File: src/rtl/instruction_encoder_if.sv
// rtl/instruction_encoder_if.sv - command, response and SPI byte-master signal bundle for instruction_encoder
interface instruction_encoder_if #(
    parameter int INSTRUCTION_WIDTH = 8,
    parameter int ADDRESS_WIDTH     = 24,
    parameter int VALUE_WIDTH       = 32
);
    logic                         cmd_valid_i;
    logic                         cmd_ready_o;
    logic [INSTRUCTION_WIDTH-1:0] cmd_instruction_i;
    logic [ADDRESS_WIDTH-1:0]     cmd_address_i;
    logic [VALUE_WIDTH-1:0]       cmd_value_i;
    logic [7:0]                   spi_tx_byte_o;
    logic                         spi_tx_valid_o;
    logic                         spi_tx_ready_i;
    logic                         spi_rx_valid_i;
    logic [7:0]                   spi_rx_byte_i;
    logic                         resp_valid_o;
    logic [VALUE_WIDTH-1:0]       resp_data_o;
    logic                         busy_o;
    logic                         err_o;

    modport slave (
        input  cmd_valid_i, cmd_instruction_i, cmd_address_i, cmd_value_i,
        input  spi_tx_ready_i, spi_rx_valid_i, spi_rx_byte_i,
        output cmd_ready_o, spi_tx_byte_o, spi_tx_valid_o,
        output resp_valid_o, resp_data_o, busy_o, err_o
    );

    modport master (
        output cmd_valid_i, cmd_instruction_i, cmd_address_i, cmd_value_i,
        output spi_tx_ready_i, spi_rx_valid_i, spi_rx_byte_i,
        input  cmd_ready_o, spi_tx_byte_o, spi_tx_valid_o,
        input  resp_valid_o, resp_data_o, busy_o, err_o
    );
endinterface

File: src/rtl/instruction_encoder.sv
// rtl/instruction_encoder.sv - serialises one host command into the SPI instruction-handler byte frame
module instruction_encoder #(
    parameter int         INSTRUCTION_WIDTH = 8,
    parameter int         ADDRESS_WIDTH     = 24,
    parameter int         VALUE_WIDTH       = 32,
    parameter logic [7:0] DUMMY_BYTE        = 8'h00
) (
    input logic                 clk_i,
    input logic                 rst_ni,
    instruction_encoder_if.slave bus
);
    localparam logic [7:0] OP_WRITE              = 8'h01;
    localparam logic [7:0] OP_READ               = 8'h02;
    localparam logic [7:0] OP_BIND_INTERRUPT     = 8'h03;
    localparam logic [7:0] OP_BIND_READ_ADDRESS  = 8'h04;
    localparam logic [7:0] OP_BIND_WRITE_ADDRESS = 8'h05;
    localparam logic [7:0] OP_STREAM             = 8'h06;
    localparam logic [7:0] OP_TRANSFER           = 8'h07;
    localparam logic [7:0] OP_REPEAT             = 8'h08;

    typedef enum logic [2:0] {
        S_IDLE,
        S_SEND,
        S_WAIT,
        S_DONE,
        S_ERR
    } state_t;

    state_t                       state_q, state_d;
    logic [INSTRUCTION_WIDTH-1:0] op_q;
    logic [ADDRESS_WIDTH-1:0]     addr_q;
    logic [VALUE_WIDTH-1:0]       val_q;
    logic [3:0]                   len_q;
    logic [3:0]                   idx_q;
    logic [VALUE_WIDTH-1:0]       shift_q, shift_d;
    logic [VALUE_WIDTH-1:0]       resp_q;
    logic [63:0]                  frame;
    logic [63:0]                  frame_shifted;
    logic                         accept;
    logic                         capture;
    logic                         last_byte;

    // Zero length marks an opcode the handler does not understand.
    function automatic logic [3:0] frame_len(input logic [INSTRUCTION_WIDTH-1:0] op);
        case (op)
            OP_WRITE:                         frame_len = 4'd8;
            OP_READ, OP_BIND_INTERRUPT,
            OP_BIND_READ_ADDRESS,
            OP_BIND_WRITE_ADDRESS:            frame_len = 4'd4;
            OP_STREAM:                        frame_len = 4'd5;
            OP_TRANSFER:                      frame_len = 4'd2;
            OP_REPEAT:                        frame_len = 4'd1;
            default:                          frame_len = 4'd0;
        endcase
    endfunction

    assign accept    = (state_q == S_IDLE) && bus.cmd_valid_i;
    assign capture   = ((op_q == OP_STREAM) || (op_q == OP_TRANSFER)) && (idx_q != 4'd0);
    assign last_byte = (idx_q + 4'd1) >= len_q;
    assign shift_d   = capture ? {shift_q[VALUE_WIDTH-9:0], bus.spi_rx_byte_i} : shift_q;

    // Frame is built left-aligned so byte n is always the top byte after shifting by n.
    always_comb begin
        frame = '0;
        case (op_q)
            OP_WRITE:              frame = {op_q, addr_q, val_q};
            OP_READ, OP_BIND_INTERRUPT,
            OP_BIND_READ_ADDRESS,
            OP_BIND_WRITE_ADDRESS: frame = {op_q, addr_q, 32'h0};
            OP_STREAM:             frame = {op_q, val_q, 24'h0};
            OP_TRANSFER:           frame = {op_q, DUMMY_BYTE, 48'h0};
            default:               frame = {op_q, 56'h0};
        endcase
    end

    assign frame_shifted = frame << {idx_q[2:0], 3'b000};

    always_comb begin
        state_d             = state_q;
        bus.cmd_ready_o     = 1'b0;
        bus.spi_tx_valid_o  = 1'b0;
        bus.spi_tx_byte_o   = 8'h00;
        bus.resp_valid_o    = 1'b0;
        bus.err_o           = 1'b0;
        case (state_q)
            S_IDLE: begin
                bus.cmd_ready_o = 1'b1;
                if (bus.cmd_valid_i) begin
                    state_d = (frame_len(bus.cmd_instruction_i) == 4'd0) ? S_ERR : S_SEND;
                end
            end
            S_SEND: begin
                bus.spi_tx_valid_o = 1'b1;
                bus.spi_tx_byte_o  = frame_shifted[63:56];
                if (bus.spi_tx_ready_i) begin
                    state_d = S_WAIT;
                end
            end
            S_WAIT: begin
                if (bus.spi_rx_valid_i) begin
                    state_d = last_byte ? S_DONE : S_SEND;
                end
            end
            S_DONE: begin
                bus.resp_valid_o = 1'b1;
                state_d          = S_IDLE;
            end
            S_ERR: begin
                bus.err_o = 1'b1;
                state_d   = S_IDLE;
            end
            default: state_d = S_IDLE;
        endcase
    end

    assign bus.busy_o      = ~bus.cmd_ready_o;
    assign bus.resp_data_o = resp_q;

    always_ff @(posedge clk_i or negedge rst_ni) begin
        if (!rst_ni) begin
            state_q <= S_IDLE;
        end else begin
            state_q <= state_d;
        end
    end

    always_ff @(posedge clk_i or negedge rst_ni) begin
        if (!rst_ni) begin
            op_q    <= '0;
            addr_q  <= '0;
            val_q   <= '0;
            len_q   <= '0;
            idx_q   <= '0;
            shift_q <= '0;
            resp_q  <= '0;
        end else if (accept) begin
            op_q    <= bus.cmd_instruction_i;
            addr_q  <= bus.cmd_address_i;
            val_q   <= bus.cmd_value_i;
            len_q   <= frame_len(bus.cmd_instruction_i);
            idx_q   <= '0;
            shift_q <= '0;
        end else if ((state_q == S_WAIT) && bus.spi_rx_valid_i) begin
            idx_q   <= idx_q + 4'd1;
            shift_q <= shift_d;
            if (last_byte) begin
                resp_q <= shift_d;
            end
        end
    end
endmodule
File: src/flat_wrapper.sv
// flat-port wrapper written by rule: the top's interface ports become plain ports
module instruction_encoder_flat 
#(
    parameter int         INSTRUCTION_WIDTH = 8,
    parameter int         ADDRESS_WIDTH     = 24,
    parameter int         VALUE_WIDTH       = 32,
    parameter logic [7:0] DUMMY_BYTE        = 8'h00
)
  (clk_i, rst_ni, bus_cmd_valid_i, bus_cmd_instruction_i, bus_cmd_address_i, bus_cmd_value_i, bus_spi_tx_ready_i, bus_spi_rx_valid_i, bus_spi_rx_byte_i, bus_cmd_ready_o, bus_spi_tx_byte_o, bus_spi_tx_valid_o, bus_resp_valid_o, bus_resp_data_o, bus_busy_o, bus_err_o);
  instruction_encoder_if #(.INSTRUCTION_WIDTH(INSTRUCTION_WIDTH), .ADDRESS_WIDTH(ADDRESS_WIDTH), .VALUE_WIDTH(VALUE_WIDTH)) bus_i ();
  input logic clk_i;
  input logic rst_ni;
  input wire logic [$bits(bus_i.cmd_valid_i)-1:0] bus_cmd_valid_i;
  input wire logic [$bits(bus_i.cmd_instruction_i)-1:0] bus_cmd_instruction_i;
  input wire logic [$bits(bus_i.cmd_address_i)-1:0] bus_cmd_address_i;
  input wire logic [$bits(bus_i.cmd_value_i)-1:0] bus_cmd_value_i;
  input wire logic [$bits(bus_i.spi_tx_ready_i)-1:0] bus_spi_tx_ready_i;
  input wire logic [$bits(bus_i.spi_rx_valid_i)-1:0] bus_spi_rx_valid_i;
  input wire logic [$bits(bus_i.spi_rx_byte_i)-1:0] bus_spi_rx_byte_i;
  output wire logic [$bits(bus_i.cmd_ready_o)-1:0] bus_cmd_ready_o;
  output wire logic [$bits(bus_i.spi_tx_byte_o)-1:0] bus_spi_tx_byte_o;
  output wire logic [$bits(bus_i.spi_tx_valid_o)-1:0] bus_spi_tx_valid_o;
  output wire logic [$bits(bus_i.resp_valid_o)-1:0] bus_resp_valid_o;
  output wire logic [$bits(bus_i.resp_data_o)-1:0] bus_resp_data_o;
  output wire logic [$bits(bus_i.busy_o)-1:0] bus_busy_o;
  output wire logic [$bits(bus_i.err_o)-1:0] bus_err_o;
  assign bus_i.cmd_valid_i = bus_cmd_valid_i;
  assign bus_i.cmd_instruction_i = bus_cmd_instruction_i;
  assign bus_i.cmd_address_i = bus_cmd_address_i;
  assign bus_i.cmd_value_i = bus_cmd_value_i;
  assign bus_i.spi_tx_ready_i = bus_spi_tx_ready_i;
  assign bus_i.spi_rx_valid_i = bus_spi_rx_valid_i;
  assign bus_i.spi_rx_byte_i = bus_spi_rx_byte_i;
  assign bus_cmd_ready_o = bus_i.cmd_ready_o;
  assign bus_spi_tx_byte_o = bus_i.spi_tx_byte_o;
  assign bus_spi_tx_valid_o = bus_i.spi_tx_valid_o;
  assign bus_resp_valid_o = bus_i.resp_valid_o;
  assign bus_resp_data_o = bus_i.resp_data_o;
  assign bus_busy_o = bus_i.busy_o;
  assign bus_err_o = bus_i.err_o;
  instruction_encoder #(.INSTRUCTION_WIDTH(INSTRUCTION_WIDTH), .ADDRESS_WIDTH(ADDRESS_WIDTH), .VALUE_WIDTH(VALUE_WIDTH), .DUMMY_BYTE(DUMMY_BYTE)) u_core (.clk_i(clk_i), .rst_ni(rst_ni), .bus(bus_i));
endmodule
File: config.mk
export PLATFORM = sky130hd
export DESIGN_NAME = instruction_encoder_flat
export DESIGN_NICKNAME = d
export VERILOG_FILES = /design/src/rtl/instruction_encoder_if.sv /design/src/rtl/instruction_encoder.sv /design/src/flat_wrapper.sv
export SDC_FILE = /design/constraint.sdc
export NUM_CORES = 1
export LEC_CHECK = 0
export ABC_AREA = 1
export BUFFER_PORTS_ARGS = -buffer_cell sky130_fd_sc_hd__buf_4
export CORE_ASPECT_RATIO = 1.4
export CORE_MARGIN = 1
export CORE_UTILIZATION = 45
export DETAILED_ROUTE_END_ITERATION = 8
export PLACE_DENSITY = 0.66
export SLEW_MARGIN = 15
export SYNTH_ARGS = -nofsm -noshare
export SYNTH_HDL_FRONTEND = slang
export SYNTH_SLANG_ARGS = --single-unit
File: constraint.sdc
create_clock -name clk_i -period 2.7 [get_ports clk_i]
set_input_delay 0.405 -clock clk_i [delete_from_list [all_inputs] [get_ports clk_i]]
set_output_delay 0.405 -clock clk_i [all_outputs]
set_load 0.05 [all_outputs]
==> results of run 1 <==
[path summary, 6_finish.rpt]
check,slack (ps),depth (start not counted),endpoint,startpoint
hold reg to reg,480,2,u_core.addr_q[12],u_core.addr_q[12]
max in group asynchronous,1530,3,u_core.op_q[1],rst_ni
min in group asynchronous,470,2,u_core.shift_q[14],rst_ni
setup / recovery,80,13,bus_spi_tx_byte_o[6],u_core.op_q[3]
hold / removal,180,3,u_core.addr_q[17],bus_cmd_address_i[17]
setup reg to reg,350,9,u_core.bus.resp_data_o[0],u_core.idx_q[2]
[sequential cells by signal (all words and copies together) (netlist names)]
| signal | flops |
|---|---|
| u_core.shift_q | 32 |
| u_core.bus.resp_data_o | 32 |
| u_core.op_q | 8 |
| u_core.len_q | 4 |
| u_core.idx_q | 4 |
| u_core.val_q | 32 |
| u_core.state_q | 3 |
| u_core.addr_q | 24 |
[layout by cell type, fill, tap and decap left out, types with 2 or more instances in the layout]
| master | count |
|---|---|
| sky130_fd_sc_hd__nand2_8 | 2 |
| sky130_fd_sc_hd__o21ai_1 | 67 |
| sky130_fd_sc_hd__buf_4 | 131 |
| sky130_fd_sc_hd__ha_1 | 6 |
| sky130_fd_sc_hd__clkinvlp_4 | 3 |
| sky130_fd_sc_hd__a21oi_1 | 14 |
| sky130_fd_sc_hd__nor3_2 | 2 |
| sky130_fd_sc_hd__nand2_4 | 6 |
| sky130_fd_sc_hd__clkinv_1 | 3 |
| sky130_fd_sc_hd__buf_6 | 8 |
| sky130_fd_sc_hd__nand3_1 | 22 |
| sky130_fd_sc_hd__nor2_4 | 2 |
| sky130_fd_sc_hd__inv_8 | 2 |
| sky130_fd_sc_hd__o211ai_1 | 2 |
| sky130_fd_sc_hd__nor2_1 | 40 |
| sky130_fd_sc_hd__a21boi_0 | 4 |
| sky130_fd_sc_hd__o22ai_1 | 37 |
| sky130_fd_sc_hd__a21boi_1 | 3 |
| sky130_fd_sc_hd__o21ai_0 | 37 |
| sky130_fd_sc_hd__inv_6 | 9 |
| sky130_fd_sc_hd__bufinv_16 | 2 |
| sky130_fd_sc_hd__nor2_2 | 9 |
| sky130_fd_sc_hd__clkbuf_16 | 17 |
| sky130_fd_sc_hd__nand3_2 | 9 |
| sky130_fd_sc_hd__inv_1 | 70 |
| sky130_fd_sc_hd__nand3_4 | 2 |
| sky130_fd_sc_hd__nand4_1 | 2 |
| sky130_fd_sc_hd__buf_12 | 5 |
| sky130_fd_sc_hd__nand2_1 | 357 |
| sky130_fd_sc_hd__inv_2 | 13 |
| sky130_fd_sc_hd__dfrtp_1 | 138 |
| sky130_fd_sc_hd__mux2i_1 | 4 |
| sky130_fd_sc_hd__nand2_2 | 13 |
[cells in the mapped netlist, types with 3 or more instances]
cell	count
sky130_fd_sc_hd__clkbuf_1	17
sky130_fd_sc_hd__nor2_1	47
sky130_fd_sc_hd__buf_2	25
sky130_fd_sc_hd__nand2_1	359
sky130_fd_sc_hd__a21oi_1	14
sky130_fd_sc_hd__mux2i_1	4
sky130_fd_sc_hd__nand2_4	5
sky130_fd_sc_hd__nand3_2	8
sky130_fd_sc_hd__o21ai_1	62
sky130_fd_sc_hd__nand2_2	13
sky130_fd_sc_hd__inv_1	70
sky130_fd_sc_hd__nand3_1	22
sky130_fd_sc_hd__clkinv_1	3
sky130_fd_sc_hd__o22ai_1	37
sky130_fd_sc_hd__o21ai_0	42
sky130_fd_sc_hd__ha_1	6
sky130_fd_sc_hd__inv_2	14
sky130_fd_sc_hd__dfrtp_1	139
sky130_fd_sc_hd__a21boi_0	8
[metrics by stage]
step	power, W	util, %	cells	setup TNS (ps)	setup WS, ps
floorplan	0.00532	-	921	0	148
global placement	0.00632	53.7	1202	0	377
finish	0.00887	59.0	1245	0	75.4
detailed placement	0.00635	53.7	1202	0	367
CTS	0.00879	58.1	1238	0	21.3
global route	0.00941	59.0	1245	-39.6	-20.4
[layer usage]
| metal | part of all wire [%] | vias to the layer above | global-route usage [%] | wire length, microns |
|---|---|---|---|---|
| li1 | - | 3184 | - | - |
| met1 | 40 | 2945 | 28.7 | 7530 |
| met2 | 51 | 199 | 41.2 | 9630 |
| met3 | 4.5 | 55 | 3.64 | 856 |
| met4 | 5.1 | 0 | 15.5 | 960 |
| met5 | 0 | - | 0 | 0 |
[cell families (layout without fill, tap and decap cells)]
| logic type | Yosys count | count (layout) | synth area share [%] |
|---|---|---|---|
| compound gates | 166 | 166 | 12.8 |
| xor+xnor | 2 | 2 | 0.247 |
| fa+ha+maj | 6 | 6 | 1.06 |
| buf+inv | 136 | 266 | 8.17 |
| flops | 139 | 139 | 49.1 |
| mux | 4 | 4 | 0.565 |
| simple gates | 468 | 470 | 28.1 |
[worst reg2reg max path: stages (launching register included)]
cell and delay [ps]:
sky130_fd_sc_hd__dfrtp_1 590, sky130_fd_sc_hd__nand3_1 160, sky130_fd_sc_hd__xor2_1 190, sky130_fd_sc_hd__inv_1 70
sky130_fd_sc_hd__ha_1 330, sky130_fd_sc_hd__a21oi_1 150, sky130_fd_sc_hd__nand3_1 120, sky130_fd_sc_hd__nand2_2 210
sky130_fd_sc_hd__buf_12 270, sky130_fd_sc_hd__o21ai_0 130
[power by group]
part           switching, W  internal, W  total, W
logic               0.00223      0.00103   0.00326
registers          0.000528      0.00269   0.00322
clock network      0.000991      0.00140   0.00239
[cell type report]
| cell class | count | share of cell area [%] |
|---|---|---|
| clock buffer | 17 | 4.75 |
| tap | 192 | 2.68 |
| clock inverter | 15 | 1.95 |
| multi-input combinational | 648 | 34.7 |
| inverter | 89 | 3.95 |
| timing repair buffer | 145 | 13.2 |
| sequential | 139 | 38.8 |
[timing repair]
| item | 4_1_cts | 5_1_grt |
|---|---|---|
| gates resized for setup | 4 | 33 |
| endpoints found under the hold margin | 38 | 0 |
| pin swaps | 1 | 5 |
| gates cloned | 0 | 2 |
| hold buffers | 1 | 0 |
| setup buffers | 3 | 5 |
| endpoints found under the setup margin | 7 | 7 |
==> results, run 1 <==
- The number of warnings reported in the yosys synthesis log is 0.
- The number of nets at the end of the flow is 1123.
- The number of top-level pins is 122.
- Setup violations remaining at the end of the flow were counted as 0.
- The longest individual stage delay on the worst path is 400 ps.
- The post-route clock skew is 13.9 ps.
- Among cell families on the critical path, the largest total delay comes from simple AND/OR/NAND/NOR gates.
- The fraction of registers with async set or reset after synthesis is 100%.
- The area enclosed by the die boundary is 16300 sq um.
- The hold violation count in the final report is 0.
- Based on the critical path, the design can be clocked at up to 0.381 GHz.
- In this run, synthesis inferred 0 flip-flops with an integrated enable.
- The tree is rooted in a sky130_fd_sc_hd__clkbuf_16.
- Hold timing on the final database bottoms out at a slack of 182 ps.
- The clock tree buffer depth is 2.
- For this design, the slowest cell found on the critical path is sky130_fd_sc_hd__dfrtp_1.
- The number of global-route vias before repair is 6191.
- The starting density of the core is 46.7%.
- The number of DRC markers in iteration 0 is roughly 350.
- The source-to-sink clock delay at the later pin of the worst-skew pair is 420 ps.
- Summing every instance area after synthesis gives between 7000 and 8000 sq um.
- The critical path goes through inv_2, nand2_4, nor2_4, nand2_8, clkinv_8, buf_4, o21ai_1, nand2_1, nand3_1, nand2_1, nand2_1, nor2_2, buf_6.
- The remaining max-slew budget at the tightest pin is between 50 and 60%.
- In the final layout, flip-flops and latches occupy 3480 sq um.
- The final wirelength is 19.0 mm.
- The synthesized net count is 1004.
- The slew at the pin with the worst max-slew slack is between 600 and 700 ps.
- In this run the horizontal extent of the chip is 108 microns.
- The worst setup path is of the flop to output port kind.
- The maximum level of the CTS H-tree is 4.
- The number of max-cap violations is 0.
- Clock-pin slew was measured on the worst setup and hold paths at roughly 70 ps.
- The congestion estimate from routability-driven global placement came to 0.921.
- The region available for standard cell placement spans 15200 sq um.
- Clock tree synthesis inserted a total of 17 buffers.
- The sum of overflow across all layers after global routing is 0.
- The initial antenna violation count is 0.
- The area growth from synthesis to layout is 26.5%.
- The final cycle utilization of the critical path is ~97%.
- The critical path arrival is 2220 ps.
- The data required time of the critical path is 2300 ps.
- In this run the worst hold path is classified as input port to flop.
- In the final layout, the multi-input gates occupy 3110 sq um.
- During placement, the flow inserted port buffers numbering 121.
- The clock net in this run drives a total of between 100 and 150 sinks.
- The share of layout cells above drive strength 1 is between 20% and 30%.
- Of the post-synthesis cell area, the dominant cell type holds 49.1%.
- The type of origin of the critical path is a flop.
- Counting the fill cells in the layout gives 1454.
- The analysis attributes to cell leakage a power of 4.70 nW.
- The DRC violation count after routing is 0.
- The wire-length estimate of the detail-placed layout is 13.4 mm.
- The largest total area in the synthesized netlist belongs to sky130_fd_sc_hd__dfrtp_1.
- The final standard cell area without fillers is 8960 sq um.
- For this run, the leading register cell type out of synthesis is sky130_fd_sc_hd__dfrtp_1.
- The die is 151 microns tall.
- By area the synthesized netlist is led by sky130_fd_sc_hd__dfrtp_1 (49%), sky130_fd_sc_hd__nand2_1 (19%), sky130_fd_sc_hd__o21ai_1 (4.4%).
- In this run the worst path has a maximum fanout of 16.
- The TritonCTS clock tree is built.
- Setup repair after global routing could not meet its margin everywhere.
- The post-detailed-route count of antenna-violating nets is 0.
- Entering global routing, the biggest net connects between 60 and 70 pins.
- The post-synthesis register bit count is 139.
- Counting stages on the worst path, the most repeated cell is sky130_fd_sc_hd__nand2_1.
- The element type at the critical path end is an output port.
- The number of antenna diodes is 0.
- The detailed-route via count is 6383.
- For the finished layout, the period the worst path requires is between 2000 and 3000 ps.
- The count of cell types in the netlist is 37.
- The final-report max-slew violation count is 0.
- The sequential share of the synthesized area is roughly half.
- The average size of a mapped cell is roughly 7.7 sq um.
- The number of buffers and inverters on the critical path is 4.
- VDD sags by at most 554 uV.
- In this run the core area contains 53 standard-cell rows.
- The placed instances occupy a cell area of 8150 sq um.
- The wire length per cell after detailed routing is 15.2 microns.
- The power density normalized to cell area is 989 nW/um^2.
- The flow ran to the end, and the final reports show no timing, DRC or antenna violations.
- The post-detailed-route via-to-cell ratio is ~5.1.
- Before antenna repair, the detailed router went through 4 iterations.
- The overall global routing resource usage is between 20% and 30%.
- The wire length of the first global-routing pass is around 30 mm.
- The cell count after synthesis is about 920.
(Power assumes the default switching activity.)
==> run 2, diff against run 1 <==
==> constraint.sdc (replaced) <==
create_clock -name clk_i -period 2.9 [get_ports clk_i]
set_input_delay 0.435 -clock clk_i [delete_from_list [all_inputs] [get_ports clk_i]]
set_output_delay 0.435 -clock clk_i [all_outputs]
set_load 0.05 [all_outputs]
==> run 2 against run 1 <==
  * Core utilization down 1.6 points
  * Sequential share of layout area up 1.1 points
  * Flip-flop and latch count unchanged
  * Via count down 2.2%
  * Largest cell class unchanged
  * Non-clock buffer count down 8
  * Total power down 11%
  * Critical path depth down 1
  * Largest power group is now registers
  * Combinational power down 13%
  * Critical endpoint is now bus_spi_tx_byte_o[5]
  * First-iteration DRC count down 9.2%
  * Clock power down 14%
  * Clock-buffer cell count unchanged
==> results, run 2 (synthesis gave the netlist of run 1 again) <==
- The most used cell along the critical path is sky130_fd_sc_hd__nand2_1 (unchanged).
- The final-report max-slew violation count is 0 (unchanged).
- The remaining max-slew budget at the tightest pin is 47.2% (was 57.7%).
- The count of port buffers added during placement is 121 (unchanged).
- The peak-usage layer in the global routing report is met2 (unchanged).
- The met2 routing resource usage after global routing is 42.7% (was 41.2%).
- The power density normalized to cell area is 905 nW/um^2 (was 989 nW/um^2).
- The detailed-route via count is 6240 (was 6383).
- The DRC violation count after routing was 0 (unchanged).
- The post-detailed-route via-to-cell ratio is 5.05 (was 5.13).
- The clock network fraction of design power is 26.0% (was 26.9%).
- The number of rows in the core area is 53 (unchanged).
- The number of top-level pins is 122 (unchanged).
- The switching part of the total power is 42.9% (was 42.3%).
- The source-to-sink clock delay at the later pin of the worst-skew pair is 420 ps (about the same).
- The sum of overflow across all layers after global routing was 0 (unchanged).
- The slew at the pin with the worst max-slew slack is 789 ps (was 634 ps).
- The die boundary width is 108 microns (unchanged).
- The internal power component is 0.00451 W (was 0.00512 W).
- The wire length of the first global-routing pass is 30.0 mm (was 30.1 mm).
- The data required time of the critical path is 2470 ps (was 2300 ps).
- The starting density of the core came to 46.7% (unchanged).
- The number of max-cap violations is 0 (unchanged).
- The critical path start-end classification is flop to output port (unchanged).
- The number of global-route vias before repair is 5999 (was 6191).
- The hold slack is 26.6 ps (was 182 ps).
- The share of layout cells above drive strength 1 was 21.2% (was 22.9%).
- The number of cells after detailed placement was 1200 (was 1202).
- The routed design could run at a clock period as short as roughly 2700 ps.
- The final sum of negative setup slack is 0 ps (unchanged).
- The combinational group share of total power is 36.1% (was 36.8%).
- The most common cell after layout, fill and taps aside is sky130_fd_sc_hd__nand2_1 (unchanged).
- The critical-path maximum fanout is 16 (unchanged).
- Unrepaired setup endpoints after global routing: no (was yes).
- The area growth from synthesis to layout is 22.9% (was 26.5%).
- The origin of the critical flop-to-flop path is u_core.idx_q[0] (was u_core.idx_q[2]).
- The wire length per cell after detailed routing was 15.0 microns (was 15.2 microns).
- Based on the critical path, the design can be clocked at up to 0.369 GHz.
- The number of sinks driven by the clock tree came to 139 (unchanged).
- The global routing usage on met1 is 28.6% (was 28.7%).
- The fraction of power consumed by sequential logic is 37.9% (was 36.3%).
- CP Cell Sequence: inv_2, nand2_2, nand2_1, nand3_4, nand2_4, nand2_1, nand2_1, nand2_1, nand2_1, nor2_1, nor2_1, buf_4 (was inv_2, nand2_4, nor2_4, nand2_8, clkinv_8, buf_4, o21ai_1, nand2_1, nand3_1, nand2_1, nand2_1, nor2_2, buf_6).
- The longest individual stage delay on the worst path was 410 ps (was 400 ps).
- The number of antenna diodes is 0 (unchanged).
- The area enclosed by the die boundary is 16300 sq um (unchanged).
- The maximum number of pins on one net before global-route repair is 82 (was 67).
- The maximum level of the CTS H-tree is 4 (unchanged).
- The chip height is 151 microns (unchanged).
- The type of the most critical hold path is input port to async pin (was input port to flop).
- The switching power summed over all nets was 0.00338 W (was 0.00375 W).
- The number of cells in the finished layout apart from fillers came to 1235 (was 1245).
- The slowest stage cell on the critical path is sky130_fd_sc_hd__dfrtp_1 (unchanged).
- The global-route met3 utilization is 4.55% (was 3.64%).
- Leading cell types in the layout, fill and taps excluded: sky130_fd_sc_hd__nand2_1 (359), sky130_fd_sc_hd__dfrtp_1 (139), sky130_fd_sc_hd__buf_4 (133) (was sky130_fd_sc_hd__nand2_1 (357), sky130_fd_sc_hd__dfrtp_1 (138), sky130_fd_sc_hd__buf_4 (131)).
- The clock tree buffer depth came to 2 (unchanged).
- The total power of the final layout is 0.00789 W (was 0.00887 W).
- The post-CTS clock slew at the launch and capture registers of the worst setup and hold paths is 70 ps (about the same).
- The initial antenna violation count is 0 (unchanged).
- The buffer type at the clock tree root was sky130_fd_sc_hd__clkbuf_16 (unchanged).
- The number of buffers inserted during clock tree synthesis was 17 (unchanged).
- The number of DRC markers in iteration 0 was 317 (was 349).
- The critical path arrival came to 2280 ps (was 2220 ps).
- The post-detailed-route count of antenna-violating nets is 0 (unchanged).
- The type of origin of the critical path was a flop (unchanged).
- The endpoint of the most critical register-to-register path is u_core.bus.resp_data_o[12] (was u_core.bus.resp_data_o[0]).
- The peak supply drop is 511 uV (was 554 uV).
- The global placement routability congestion is 0.919 (was 0.921).
- The setup slack on the worst flop-to-flop path is 530 ps (was 350 ps).
- The HPWL after detailed placement is 13.0 mm (was 13.4 mm).
- The post-route clock skew is 7.45 ps (was 13.9 ps).
- The number of nets at the end of the flow came to 1113 (was 1123).
- The element type at the critical path end is an output port (unchanged).
- The hold violation count in the final report is 0 (unchanged).
- The number of setup violations in the final report came to 0 (unchanged).
- The final wirelength is 18.5 mm (was 19.0 mm).
- The family with the most delay on the worst path is simple AND/OR/NAND/NOR gates (unchanged).
- The cell count of the worst reg-to-reg path is 11 (was 9).
- The TritonCTS clock tree is built (unchanged).
- The number of iterations in the first detailed-routing pass was 5 (was 4).
- Run status: completed (unchanged).
- In the finished design, the share of the clock period the worst path needs comes to 93.5%.
- The overall global routing resource usage came to 24.4% (about the same).
- The leakage component of the power is 4.61 nW (was 4.70 nW).
- The number of buffers and inverters on the critical path was 2 (was 4).
- The placeable core region is 15200 sq um (unchanged).
## run 2: worst max path at each step
| stage | from | slack, ps | end | depth (start not counted) |
|---|---|---|---|---|
| 5_1_grt | u_core.op_q[1] | 2 | bus_spi_tx_byte_o[5] | 12 |
| 4_1_cts | u_core.op_q[1] | 90 | bus_spi_tx_byte_o[2] | 12 |
| 2_1_floorplan | u_core.state_q[1] | 320 | bus_spi_tx_byte_o[0] | 3 |
| 6_report | u_core.op_q[2] | 190 | bus_spi_tx_byte_o[5] | 12 |
| 3_5_place_dp | u_core.idx_q[0] | 550 | u_core.bus.resp_data_o[12] | 11 |
| 3_3_place_gp | u_core.op_q[1] | 570 | bus_spi_tx_byte_o[5] | 12 |
## run 2: timing repair
action | 4_1_cts | 5_1_grt
gates resized for setup | 0 | 3
hold buffers | 0 | 0
buffers inserted | 0 | 3
endpoints found under the setup margin | 0 | 7
## run 2: power by group through the flow
stage	clock network [W]	logic (W)	registers [W]
floorplan	0	0.00175	0.00321
global placement	0	0.00283	0.00301
detailed placement	0	0.00287	0.00301
CTS	0.00209	0.00288	0.00299
global route	0.00218	0.00317	0.00304
finish	0.00205	0.00285	0.00299
## run 2: layer usage
metal | share of wire (%) | wire length [microns] | up-vias
li1 | - | - | 3148
met3 | 3.8 | 695 | 41
met4 | 3.9 | 715 | 0
met1 | 41 | 7560 | 2894
met2 | 51 | 9510 | 157
met5 | 0 | 0 | -
## run 2: cell type report
class | count | area (sq um)
Fill cell | 1475 | 6470
Sequential cell | 139 | 3480
Multi-Input combinational cell | 646 | 3030
Timing Repair Buffer | 137 | 1070
Clock buffer | 17 | 425
Inverter | 89 | 340
Tap cell | 192 | 240
Clock inverter | 15 | 129
## run 2: through the flow
step	worst slack, ps	cell area (sq um)	utilization [%]
after detailed placement	552	8120	53.5
after CTS	91.7	8680	57.1
after floorplan	318	7090	-
final	189	8710	57.4
after global placement	569	8120	53.5
after global routing	1.77	8710	57.4
